`config.mk`:
```
export PLATFORM = sky130hd
export DESIGN_NAME = iahb_fetch_master
export DESIGN_NICKNAME = d
export VERILOG_FILES = /design/src/rtl/iahb_fetch_master.sv
export SDC_FILE = /design/constraint.sdc
export NUM_CORES = 1
export LEC_CHECK = 0
export BUFFER_PORTS_ARGS = -buffer_cell sky130_fd_sc_hd__buf_4
export CORE_MARGIN = 8
export CORE_UTILIZATION = 54
export CTS_BUF_LIST = sky130_fd_sc_hd__clkbuf_4 sky130_fd_sc_hd__clkbuf_8
export CTS_CLUSTER_DIAMETER = 30
export DETAILED_ROUTE_END_ITERATION = 8
export PLACE_DENSITY_LB_ADDON = 0.12
export SYNTH_ARGS = -nofsm -noshare
export SYNTH_HDL_FRONTEND = slang
export SYNTH_SLANG_ARGS = --single-unit
```
`constraint.sdc`:
```
create_clock -name cpu_clk -period 3.4 [get_ports cpu_clk]
set_input_delay 0.34 -clock cpu_clk [delete_from_list [all_inputs] [get_ports cpu_clk]]
set_output_delay 0.34 -clock cpu_clk [all_outputs]
set_load 0.1 [all_outputs]
```
`src/rtl/iahb_fetch_master.sv`:
```
// ---------------------------------------------------------------------------
// iahb_fetch_master
//
// AHB-Lite master for the instruction fetch path. Each IAHB_access request
// becomes one single-beat 32-bit NONSEQ read. The master waits out slave wait
// states and returns the instruction with a one-cycle valid pulse. ERROR
// responses raise a one-cycle IAHB_error pulse and record the faulting
// address.
//
// Ports
//   cpu_clk, cpu_rstn      clock, asynchronous active-low reset
//   IAHB_access/IAHB_addr  fetch request from imem control (level-held)
//   IAHB_read_data(_valid) fetched instruction, valid for one cycle
//   IAHB_error/err_addr    error pulse and address of last errored fetch
//   HADDR..HPROT           AHB-Lite master address/control outputs
//   HREADY/HRDATA/HRESP    AHB-Lite slave response inputs
// ---------------------------------------------------------------------------
module iahb_fetch_master #(
    parameter int ADDR_WIDTH  = 32,
    parameter int INSTR_WIDTH = 32
) (
    input  logic                   cpu_clk,
    input  logic                   cpu_rstn,
    input  logic                   IAHB_access,
    input  logic [ADDR_WIDTH-1:0]  IAHB_addr,
    output logic [INSTR_WIDTH-1:0] IAHB_read_data,
    output logic                   IAHB_read_data_valid,
    output logic                   IAHB_error,
    output logic [ADDR_WIDTH-1:0]  IAHB_err_addr,
    output logic [ADDR_WIDTH-1:0]  HADDR,
    output logic [1:0]             HTRANS,
    output logic                   HWRITE,
    output logic [2:0]             HSIZE,
    output logic [2:0]             HBURST,
    output logic [3:0]             HPROT,
    input  logic                   HREADY,
    input  logic [INSTR_WIDTH-1:0] HRDATA,
    input  logic                   HRESP
);

    typedef enum logic [1:0] {
        ST_IDLE = 2'd0,
        ST_DATA = 2'd1,
        ST_ERR  = 2'd2
    } state_t;

    state_t                  state;
    state_t                  state_nxt;
    logic [ADDR_WIDTH-1:0]   req_addr;
    logic [ADDR_WIDTH-1:0]   haddr_q;
    logic [ADDR_WIDTH-1:0]   err_addr_q;
    logic [ADDR_WIDTH-1:0]   fetch_addr;
    logic                    addr_phase;
    logic                    accept;
    logic                    complete_ok;
    logic                    complete_err;
    logic                    unused_addr_lsbs;

    // Byte offset of the pc is irrelevant for word fetches.
    assign fetch_addr       = {IAHB_addr[ADDR_WIDTH-1:2], 2'b00};
    assign unused_addr_lsbs = ^IAHB_addr[1:0];

    assign HWRITE = 1'b0;
    assign HSIZE  = 3'b010;
    assign HBURST = 3'b000;
    assign HPROT  = 4'b0010;

    always_ff @(posedge cpu_clk or negedge cpu_rstn) begin
        if (!cpu_rstn) begin
            state <= ST_IDLE;
        end else begin
            state <= state_nxt;
        end
    end

    always_ff @(posedge cpu_clk or negedge cpu_rstn) begin
        if (!cpu_rstn) begin
            req_addr   <= '0;
            haddr_q    <= '0;
            err_addr_q <= '0;
        end else begin
            if (addr_phase) begin
                haddr_q <= fetch_addr;
            end
            if (accept) begin
                req_addr <= fetch_addr;
            end
            if (complete_err) begin
                err_addr_q <= req_addr;
            end
        end
    end

    always_comb begin
        state_nxt    = state;
        addr_phase   = 1'b0;
        accept       = 1'b0;
        complete_ok  = 1'b0;
        complete_err = 1'b0;
        case (state)
            ST_IDLE: begin
                // Qualified by reset so HTRANS reads IDLE while reset is held,
                // even if the requester keeps IAHB_access high.
                addr_phase = IAHB_access && cpu_rstn;
                accept     = addr_phase && HREADY;
                if (accept) begin
                    state_nxt = ST_DATA;
                end
            end
            ST_DATA: begin
                if (HREADY) begin
                    state_nxt = ST_IDLE;
                    if (HRESP) begin
                        complete_err = 1'b1;
                    end else begin
                        // Drop the beat if the pc moved on or the request went away.
                        complete_ok = IAHB_access &&
                                      (IAHB_addr[ADDR_WIDTH-1:2] == req_addr[ADDR_WIDTH-1:2]);
                    end
                end else if (HRESP) begin
                    state_nxt = ST_ERR;
                end
            end
            ST_ERR: begin
                if (HREADY) begin
                    state_nxt    = ST_IDLE;
                    complete_err = 1'b1;
                end
            end
            default: begin
                state_nxt = ST_IDLE;
            end
        endcase
    end

    assign HTRANS = addr_phase ? 2'b10 : 2'b00;
    assign HADDR  = addr_phase ? fetch_addr : haddr_q;

    assign IAHB_read_data_valid = complete_ok;
    assign IAHB_read_data       = complete_ok ? HRDATA : '0;
    assign IAHB_error           = complete_err;
    // The errored address is visible in the pulse cycle and held afterwards.
    assign IAHB_err_addr        = complete_err ? req_addr : err_addr_q;

endmodule

```
* Word-level counts from Yosys, hierarchy flattened
Index checks and enable logic that the tools add are counted.
Cells by class: multiplexer cells 18, equality and inequality tests 6, reduce and logical (&&, ||, !) cells 5
Operators by type and width (number):
- 32-bit two-way mux | 3
- 30-bit equality test | 1
- 2-bit two-way mux | 5
- 1-bit two-way mux | 8
- 2-bit one-hot mux with 3 select lines | 1
- 2-bit inequality test (second input constant) | 2
- 1-bit logical AND | 3
- 3-bit inequality test (second input constant) | 1
- 3-bit AND reduction | 1
- 2-bit by 1-bit equality test with 1-bit output (second input constant) | 1
- 2-bit equality test (second input constant) | 1
- 2-bit zero test | 1
- 1-bit one-hot mux with 2 select lines | 1
Storage, ports and cells: logic and storage cells 33, register bits after elaboration 96, bits of input ports 69, output and inout bits 111

* Longest topological paths before layout
Gate-level depths: netlist of run 1.
word-level depth 6, mapped depth 7, mapped depth without buffers 6

* Worst setup path after synthesis of run 1
OpenSTA, ideal clock, no wires.
kind register to output, start reg state[0] (netlist name), end out IAHB_err_addr[0], buffers on the path 1, data required time 3.060 ns, setup slack 0.443 ns, stages on the path, launching flop included 6, arrival time 2.617 ns, path through dfrtp_1 > ha_1 > a21oi_1 > nor2_1 > buf_2 > nor2b_1
RTL lines:
- end: declaration | line 29 | output logic [ADDR_WIDTH-1:0] IAHB_err_addr,

* Final worst setup path of run 1
start reg state[1], end out IAHB_err_addr[24]
On the way: cells in the longest elaborated chain, start to end 3, elaborated cells on any way between the ends 4, classes of those cells 2 x eq/ne; 2 x mux
Ends and longest elaborated chain:
- start: declaration | line 47 | state_t state;
- start signal: assignment | line 72 | state <= state_nxt;
- 2-bit equality test / 2-bit by 1-bit equality test with 1-bit output (equally long branches) | line 100 | case (state)
- 1-bit one-hot mux with 2 select lines (*) | line 100
- 32-bit two-way mux (*)
Mark *: on every way between the ends. The rest lies on a longest branch, timed or not.

==> results of run 1 <==
[cell type report]
| class | instances | area (um2) | area share [%] |
|---|---|---|---|
| sequential | 96 | 2400 | 40.9 |
| multi-input combinational | 256 | 1780 | 30.3 |
| timing repair buffer | 174 | 1320 | 22.5 |
| tap | 102 | 128 | 2.18 |
| clock buffer | 9 | 124 | 2.11 |
| clock inverter | 5 | 108 | 1.83 |
| inverter | 3 | 11.3 | 0.192 |
[logic make-up (layout without fill, tap and decap cells)]
| family | after synthesis | in the layout | share of synthesized area [%] |
|---|---|---|---|
| AO/OA/AOI/OAI | 3 | 3 | 0.434 |
| XOR/XNOR | 30 | 30 | 6.08 |
| adder cells (fa/ha/maj) | 3 | 3 | 0.868 |
| buffers and inverters | 34 | 191 | 4.60 |
| flip-flops | 96 | 96 | 55.6 |
| multiplexers | 61 | 61 | 15.9 |
| other | 2 | 12 | 0.174 |
| AND/OR/NAND/NOR | 147 | 147 | 16.4 |
[through the flow]
step | hold slack [ns] | area, um2 | cells | setup WS [ns]
5_1_grt | 0.136 | 5870 | 645 | 0.337
3_5_place_dp | 0.459 | 5640 | 631 | 0.838
6_report | 0.0960 | 5870 | 645 | 0.502
3_3_place_gp | 0.454 | 5640 | 631 | 0.903
4_1_cts | 0.105 | 5870 | 645 | 0.455
2_1_floorplan | 0.0444 | 4360 | 386 | 0.443
[cell usage after synthesis]
| cell | instances | area (um2) |
|---|---|---|
| mux2_2 | 60 | 676 |
| and3_1 | 32 | 200 |
| buf_1 | 1 | 3.75 |
| clkbuf_1 | 5 | 18.8 |
| nand2_1 | 94 | 353 |
| nor2b_1 | 3 | 18.8 |
| xnor2_1 | 30 | 263 |
| ha_1 | 3 | 37.5 |
| buf_4 | 16 | 120 |
| nor3_1 | 1 | 5.00 |
| conb_1 | 2 | 7.51 |
| dfrtp_1 | 96 | 2400 |
| a21oi_1 | 2 | 10.0 |
| nand4_1 | 6 | 37.5 |
| and2_1 | 3 | 18.8 |
| inv_1 | 3 | 11.3 |
| nor4_4 | 1 | 21.3 |
| and4b_1 | 1 | 10.0 |
| nand2b_1 | 1 | 6.26 |
| nor2_1 | 1 | 3.75 |
| nand4_2 | 1 | 12.5 |
| nand3_1 | 2 | 10.0 |
| buf_2 | 9 | 45.0 |
| nor4_2 | 1 | 12.5 |
| mux2i_1 | 1 | 10.0 |
| a22o_1 | 1 | 8.76 |
[worst register-to-register path, cell delays in order (launching register included)]
cell and delay, ns:
dfrtp_1 0.39, inv_1 0.10, ha_1 0.22, a21oi_1 0.12, nor2_4 0.48, buf_4 0.30
mux2_2 0.37
[final timing paths]
check / from / endpoint / slack, ns / depth (start not counted)
setup / recovery: state[1] / IAHB_err_addr[24] / 0.50 / 7
hold / removal: cpu_rstn / req_addr[24] / 0.1 / 2
setup reg to reg: state[1] / err_addr_q[24] / 1.31 / 6
hold reg to reg: haddr_q[16] / haddr_q[16] / 0.48 / 2
max in group asynchronous: cpu_rstn / err_addr_q[11] / 2.22 / 3
min in group cpu_clk: IAHB_addr[17] / haddr_q[17] / 0.23 / 3
[metal layers]
layer,track usage [%],up-vias,share of wire (%)
met2,33.6,123,49
met3,5.66,10,7.7
met5,0,-,0
met1,22.8,1575,42
li1,-,1546,-
met4,6.52,0,1.3
[flip-flops by register name (all words and copies together) (netlist names)]
| signal | count |
|---|---|
| err_addr_q | 32 |
| haddr_q | 32 |
| req_addr | 30 |
| state | 2 |
==> metrics.yaml, run 1 <==
area_growth_syn_to_layout_pct: 35.7
cts_hold_buf: 0
post_cts_resize_count: 0
place_congestion: 0.762
path_buf_inv: 3
final_core_util_pct: 75.9
postCtsSetupRepairBufs: 0
numCtsBuffers: 9
tns_ns: 0
postSynthCellCount: 376
rows: 32
synth.distinct_cells: 26
grt_setup_unrepaired: "false"
fin_nets: 612
drt-initial-drc-count: 118
insertion_delay_ns: 0.34
hpwl_mm: 8.25
first_pass_iters: 4
maxCapViolations: 0
coreArea_mm2: 0.00773
root_buffer: "clkbuf_8"
n_antenna_cell: 0
io_buffers: 165
final_common_cell: "buf_4"
critical_path.top_delay_family: "buffers and inverters"
vias: 3254
path_clk_slew_ns: 0.09
ys_seq_elements: 96
die_h_um: 105
drt-total-wl_mm: 11.0
path_class: "register to primary output"
ant_nets: 0
finalCritPeriodShare_pct: 85.2
ys_seq_area_share_pct: 55.6
outcome: "complete, no violations"
syn_area_per_cell_um2: 11.5
grt_pass1_vias: 3530
cp-end-kind: "primary output"
cp.arrival_ns: 2.56
grt_usage_pct: 19.5
clockBufferDepth: 2
slew_viol_final: 0
required_ns: 3.06
cp_common_cell: "buf_4"
antenna_found_initial: 0
die_w_um: 105
cpPeakStageDelay_ns: 0.48
slew_headroom_pct: 49.9
htreeDepth: 3
final_cell_mix: "buf_4, dfrtp_1, nand2_1, mux2_2, and3_1"
cp_max_fo: 19
crit_chain: "inv_1, ha_1, a21oi_1, nor2_4, buf_4, mux2_2, buf_4"
post_drt_wl_per_cell_um: 17.1
tritoncts: "built"
grt_pass1_wl_mm: 17.6
finClkSkew_ns: 0.00826
setup_viol: 0
initial_utilization_pct: 55.9
clkSinkCount: 96
gr-total-overflow: 0
fin_crit_ns: 2.90
drive_gt1_share_pct: 46.4
post-route-drc-count: 0
via_per_inst: 5.04
die-area_mm2: 0.0111
netlist_area_mm2: 0.00432
grt_max_degree: 55
timing.fmax_ghz: 0.345
hold_class: "input port to async pin"
num_io_pins: 180
startpoint_type: "register"
fillers: 531
ys.warnings.count: 0
crit_slowest_cell: "nor2_4"
worst_pin_slew_ns: 0.750
hold_violations: 0
Power of run 1 is left out: the tool's default activity adds up to more than one toggle a clock period on the data nets, which glitch-free logic cannot reach.
==> run 2: changes to the inputs <==
--- a/config.mk
+++ b/config.mk
@@ -7,7 +7,7 @@
 export LEC_CHECK = 0
 export BUFFER_PORTS_ARGS = -buffer_cell sky130_fd_sc_hd__buf_4
 export CORE_MARGIN = 8
-export CORE_UTILIZATION = 54
+export CORE_UTILIZATION = 45
 export CTS_BUF_LIST = sky130_fd_sc_hd__clkbuf_4 sky130_fd_sc_hd__clkbuf_8
 export CTS_CLUSTER_DIAMETER = 30
 export DETAILED_ROUTE_END_ITERATION = 8
==> constraint.sdc (replaced) <==
create_clock -name cpu_clk -period 2.6 [get_ports cpu_clk]
set_input_delay 0.26 -clock cpu_clk [delete_from_list [all_inputs] [get_ports cpu_clk]]
set_output_delay 0.26 -clock cpu_clk [all_outputs]
set_load 0.1 [all_outputs]
==> run 2 against run 1 <==
Effect of this change:
- utilization decreased by 7.7 points
- sequential share of layout area fell by 3.0 points
- count of clock-buffer cells in the layout increased by 2
- critical path type unchanged
- highest routed layer unchanged
==> metrics.yaml, run 2 (same netlist as run 1, synthesis figures left out) <==
hpwl_mm: 8.41
via_per_inst: 4.86
n_antenna_cell: 0
final_cell_mix: "buf_4, dfrtp_1, nand2_1, mux2_2, buf_12"
startpoint_type: "register"
die_h_um: 114
drt-initial-drc-count: 87
initial_utilization_pct: 46.6
vias: 3289
place_congestion: 0.776
fin_crit_ns: 2.54
timing.fmax_ghz: 0.393
timing.rr.start: "state[0]"
cts_hold_buf: 0
tritoncts: "built"
area_growth_syn_to_layout_pct: 46.5
hold_violations: 0
fin_nets: 615
antenna_found_initial: 0
finalCritPeriodShare_pct: 97.9
coreArea_mm2: 0.00928
drt-total-wl_mm: 12.0
grt_usage_pct: 17.6
io_buffers: 165
final_cells: 677
setup_viol: 0
insertion_delay_ns: 0.35
clkSinkCount: 96
die-area_mm2: 0.0130
numCtsBuffers: 9
num_io_pins: 180
clockBufferDepth: 2
cp-end-kind: "primary output"
cp.arrival_ns: 2.28
worst_pin_slew_ns: 0.626
rows: 35
finClkSkew_ns: 0.0109
grt_pass1_vias: 3520
cp_max_fo: 16
path_class: "register to primary output"
path_clk_slew_ns: 0.10
maxCapViolations: 0
htreeDepth: 3
post_drt_wl_per_cell_um: 17.7
die_w_um: 114
first_pass_iters: 4
drive_gt1_share_pct: 47.4
outcome: "complete, no violations"
fin_ws_ns: 0.0551
ant_nets: 0
top_regs: "err_addr_q: 32 flops, haddr_q: 32 flops, req_addr: 30 flops"
hold_class: "input port to async pin"
grt_pass1_wl_mm: 18.3
final_common_cell: "buf_4"
required_ns: 2.34
post-place-ws_ns: 0.276
post-route-drc-count: 0
postCtsSetupRepairBufs: 0
gr-total-overflow: 0
rrSetupSlack_ns: 0.54
root_buffer: "clkbuf_8"
grt_setup_unrepaired: "true"
grt_max_degree: 52
slew_viol_final: 0
ff2ff_path_depth: 8
slew_headroom_pct: 58.2
placedCellCount: 659
reg2reg_to: "req_addr[9]"
==> run 2: cell types whose count changed in the layout (fill, tap and decap cells not counted), sizes merged <==
cell | before | now
bufinv | 3 | 0
inv | 3 | 5
clkbuf | 9 | 11
buf | 174 | 177
clkinvlp | 0 | 1
==> run 2: layout make-up <==
cell class              instances  area (um2)
flip-flops and latches         96        2400
multi-input cells             256        1790
repair buffers                177        1770
clock inverters                 5        50.0
clock buffers                  11         145
fillers                       740        2950
inverters                       3        11.3
well taps                     129         161
==> run 2: how the worst max path moves through the flow <==
stage	start	to	slack (ns)	cells after the start
final	state[1]	IAHB_read_data[10]	0.06	8
after global routing	state[1]	IAHB_read_data[11]	-0.05	8
after CTS	state[1]	IAHB_read_data[7]	0.02	8
after detailed placement	state[1]	IAHB_read_data[29]	0.28	8
after global placement	state[1]	IAHB_read_data[29]	0.34	8
after floorplan	state[0]	err_addr_q[0]	-0.29	5
==> run 2: metal layers <==
layer | GRT usage [%] | share of wire, %
met3 | 5.07 | 6.6
met4 | 5.06 | 1.2
met5 | 0 | 0
met1 | 20.7 | 42
met2 | 30.5 | 50
==> run 2: worst max-delay path, stage by stage (launching register included) <==
cell and delay [ns]:
dfrtp_1 0.40, inv_1 0.10, ha_2 0.21, and4b_1 0.20, nand4_2 0.10, nor4_4 0.27, buf_6 0.22, and3_1 0.24
buf_12 0.19
==> run 2: through the flow <==
stage | area, um2 | setup TNS [ns] | hold slack (ns) | util [%]
2_1_floorplan | 4360 | -1.13 | -0.0356 | -
3_3_place_gp | 5690 | 0 | 0.441 | 61.3
3_5_place_dp | 5690 | 0 | 0.448 | 61.3
4_1_cts | 6020 | 0 | 0.0525 | 64.8
5_1_grt | 6330 | -0.577 | 0.0771 | 68.2
6_report | 6330 | 0 | 0.0420 | 68.2
==> run 2: what timing repair did <==
| item | CTS | global route |
|---|---|---|
| gates cloned | 1 | 1 |
| endpoints found under the setup margin | 33 | 48 |
| pin swaps | 1 | 1 |
| gates resized for setup | 35 | 72 |
Power of run 2 is left out for the same reason.
==> run 3: changes to the inputs <==
--- a/config.mk
+++ b/config.mk
@@ -12,6 +12,7 @@
 export CTS_CLUSTER_DIAMETER = 30
 export DETAILED_ROUTE_END_ITERATION = 8
 export PLACE_DENSITY_LB_ADDON = 0.12
+export REMOVE_ABC_BUFFERS = 1
 export SYNTH_ARGS = -nofsm -noshare
 export SYNTH_HDL_FRONTEND = slang
 export SYNTH_SLANG_ARGS = --single-unit
==> run 3 against run 2 <==
Effect of this change:
- register-to-register slack gained 0.10 ns
- sequential cell count is the same
- critical endpoint is now IAHB_read_data[13]
- count of clock-buffer cells in the layout shrank 1
- clock skew grew 0.00093 ns
==> metrics.yaml, run 3 (same netlist as run 1, synthesis figures left out) <==
die-area_mm2: 0.0130
wl_met2_mm: 5.94
top_layer: "met4"
fillers: 742
ant_nets: 0
htreeDepth: 3
fin_crit_ns: 2.49
via_per_inst: 4.80
final_common_cell: "buf_4"
maxCapViolations: 0
required_ns: 2.34
vias: 3267
insertion_delay_ns: 0.35
wl_met3_um: 833
antenna_found_initial: 0
drive_gt1_share_pct: 47.5
grt_usage_pct: 17.8
grt_max_degree: 57
timing.fmax_ghz: 0.402
die_w_um: 114
post-place-ws_ns: 0.287
slew_headroom_pct: 53.0
post-route-drc-count: 0
die_h_um: 114
grt_pass1_vias: 3496
hpwl_mm: 8.74
io_buffers: 165
met1_length_mm: 4.96
path_clk_slew_ns: 0.10
finClkSkew_ns: 0.0118
num_io_pins: 180
fin_ws_ns: 0.113
numCtsBuffers: 9
fin_nets: 618
path_class: "register to primary output"
place_congestion: 0.861
final_core_util_pct: 67.1
coreArea_mm2: 0.00928
cp.arrival_ns: 2.23
tritoncts: "built"
gr-total-overflow: 0
finalCritPeriodShare_pct: 95.6
post_drt_wl_per_cell_um: 17.5
startpoint_type: "register"
clkSinkCount: 96
grt_pass1_wl_mm: 18.4
drt-total-wl_mm: 11.9
grt_setup_unrepaired: "false"
outcome: "complete, no violations"
clockBufferDepth: 2
cp_max_fo: 17
initial_utilization_pct: 46.6
final_cell_mix: "buf_4, dfrtp_1, nand2_1, mux2_2, and3_1"
setup_viol: 0
area_growth_syn_to_layout_pct: 44.0
hold_class: "input port to register"
root_buffer: "clkbuf_8"
rows: 35
worst_pin_slew_ns: 0.705
slew_viol_final: 0
cp-end-kind: "primary output"
first_pass_iters: 4
hold_violations: 0
n_antenna_cell: 0
drt-initial-drc-count: 166
top_regs: "err_addr_q: 32 flops, haddr_q: 32 flops, req_addr: 30 flops"
==> run 3: cell types whose count changed in the layout (fill, tap and decap cells not counted), sizes merged <==
cell         change
dlygate4sd3      +1
clkinv           +1
inv              -1
bufinv           +1
buf              +1
==> run 3: critical path: stages, from the launching register on <==
cell	delay, ns
dfrtp_1	0.40
inv_2	0.09
ha_4	0.14
and4b_1	0.20
nand4_2	0.13
nor4_4	0.16
buf_4	0.18
buf_12	0.13
and3_1	0.22
buf_8	0.22
==> run 3: timing repair <==
item                                    CTS  global route
hold buffers                              1             0
pin swaps                                 1             1
buffers inserted                          0             1
resized for setup                        36            34
cloned                                    0             1
endpoints found under the setup margin   33            33
hold endpoints to repair                  7             0
==> run 3: area by class of cell <==
class                      instances  area [um2]  share of cell area, %
tap                              129         161                   2.59
multi-input combinational        256        1790                   28.8
timing repair buffer             180        1660                   26.6
clock inverter                     6        68.8                   1.11
clock buffer                      10         131                   2.11
inverter                           3        11.3                  0.181
sequential                        96        2400                   38.6
==> run 3: worst paths after layout <==
check / depth (start not counted) / slack [ns] / end / from
hold reg to reg: 2 / 0.48 / haddr_q[25] / haddr_q[25]
setup / recovery: 9 / 0.11 / IAHB_read_data[13] / state[1]
min in group asynchronous: 3 / 0.53 / haddr_q[0] / cpu_rstn
max in group asynchronous: 4 / 0.95 / req_addr[12] / cpu_rstn
setup reg to reg: 8 / 0.64 / req_addr[6] / state[0]
hold / removal: 3 / 0.14 / haddr_q[28] / IAHB_addr[28]
==> run 3: through the flow <==
step	TNS, ns	instances	cell area [um2]	hold WS [ns]
after global placement	0	661	5700	0.382
after global routing	0	680	6230	0.135
after CTS	0	678	6050	0.127
after floorplan	-225.29	355	4170	-0.0356
after detailed placement	0	661	5700	0.390
final	0	680	6230	0.140
==> run 3: metal layers <==
layer,vias to the layer above,global-route usage [%]
li1,1551,-
met1,1578,20.2
met2,126,31.5
met3,12,4.65
met4,0,6.74
met5,-,0
Power of run 3 is left out for the same reason.
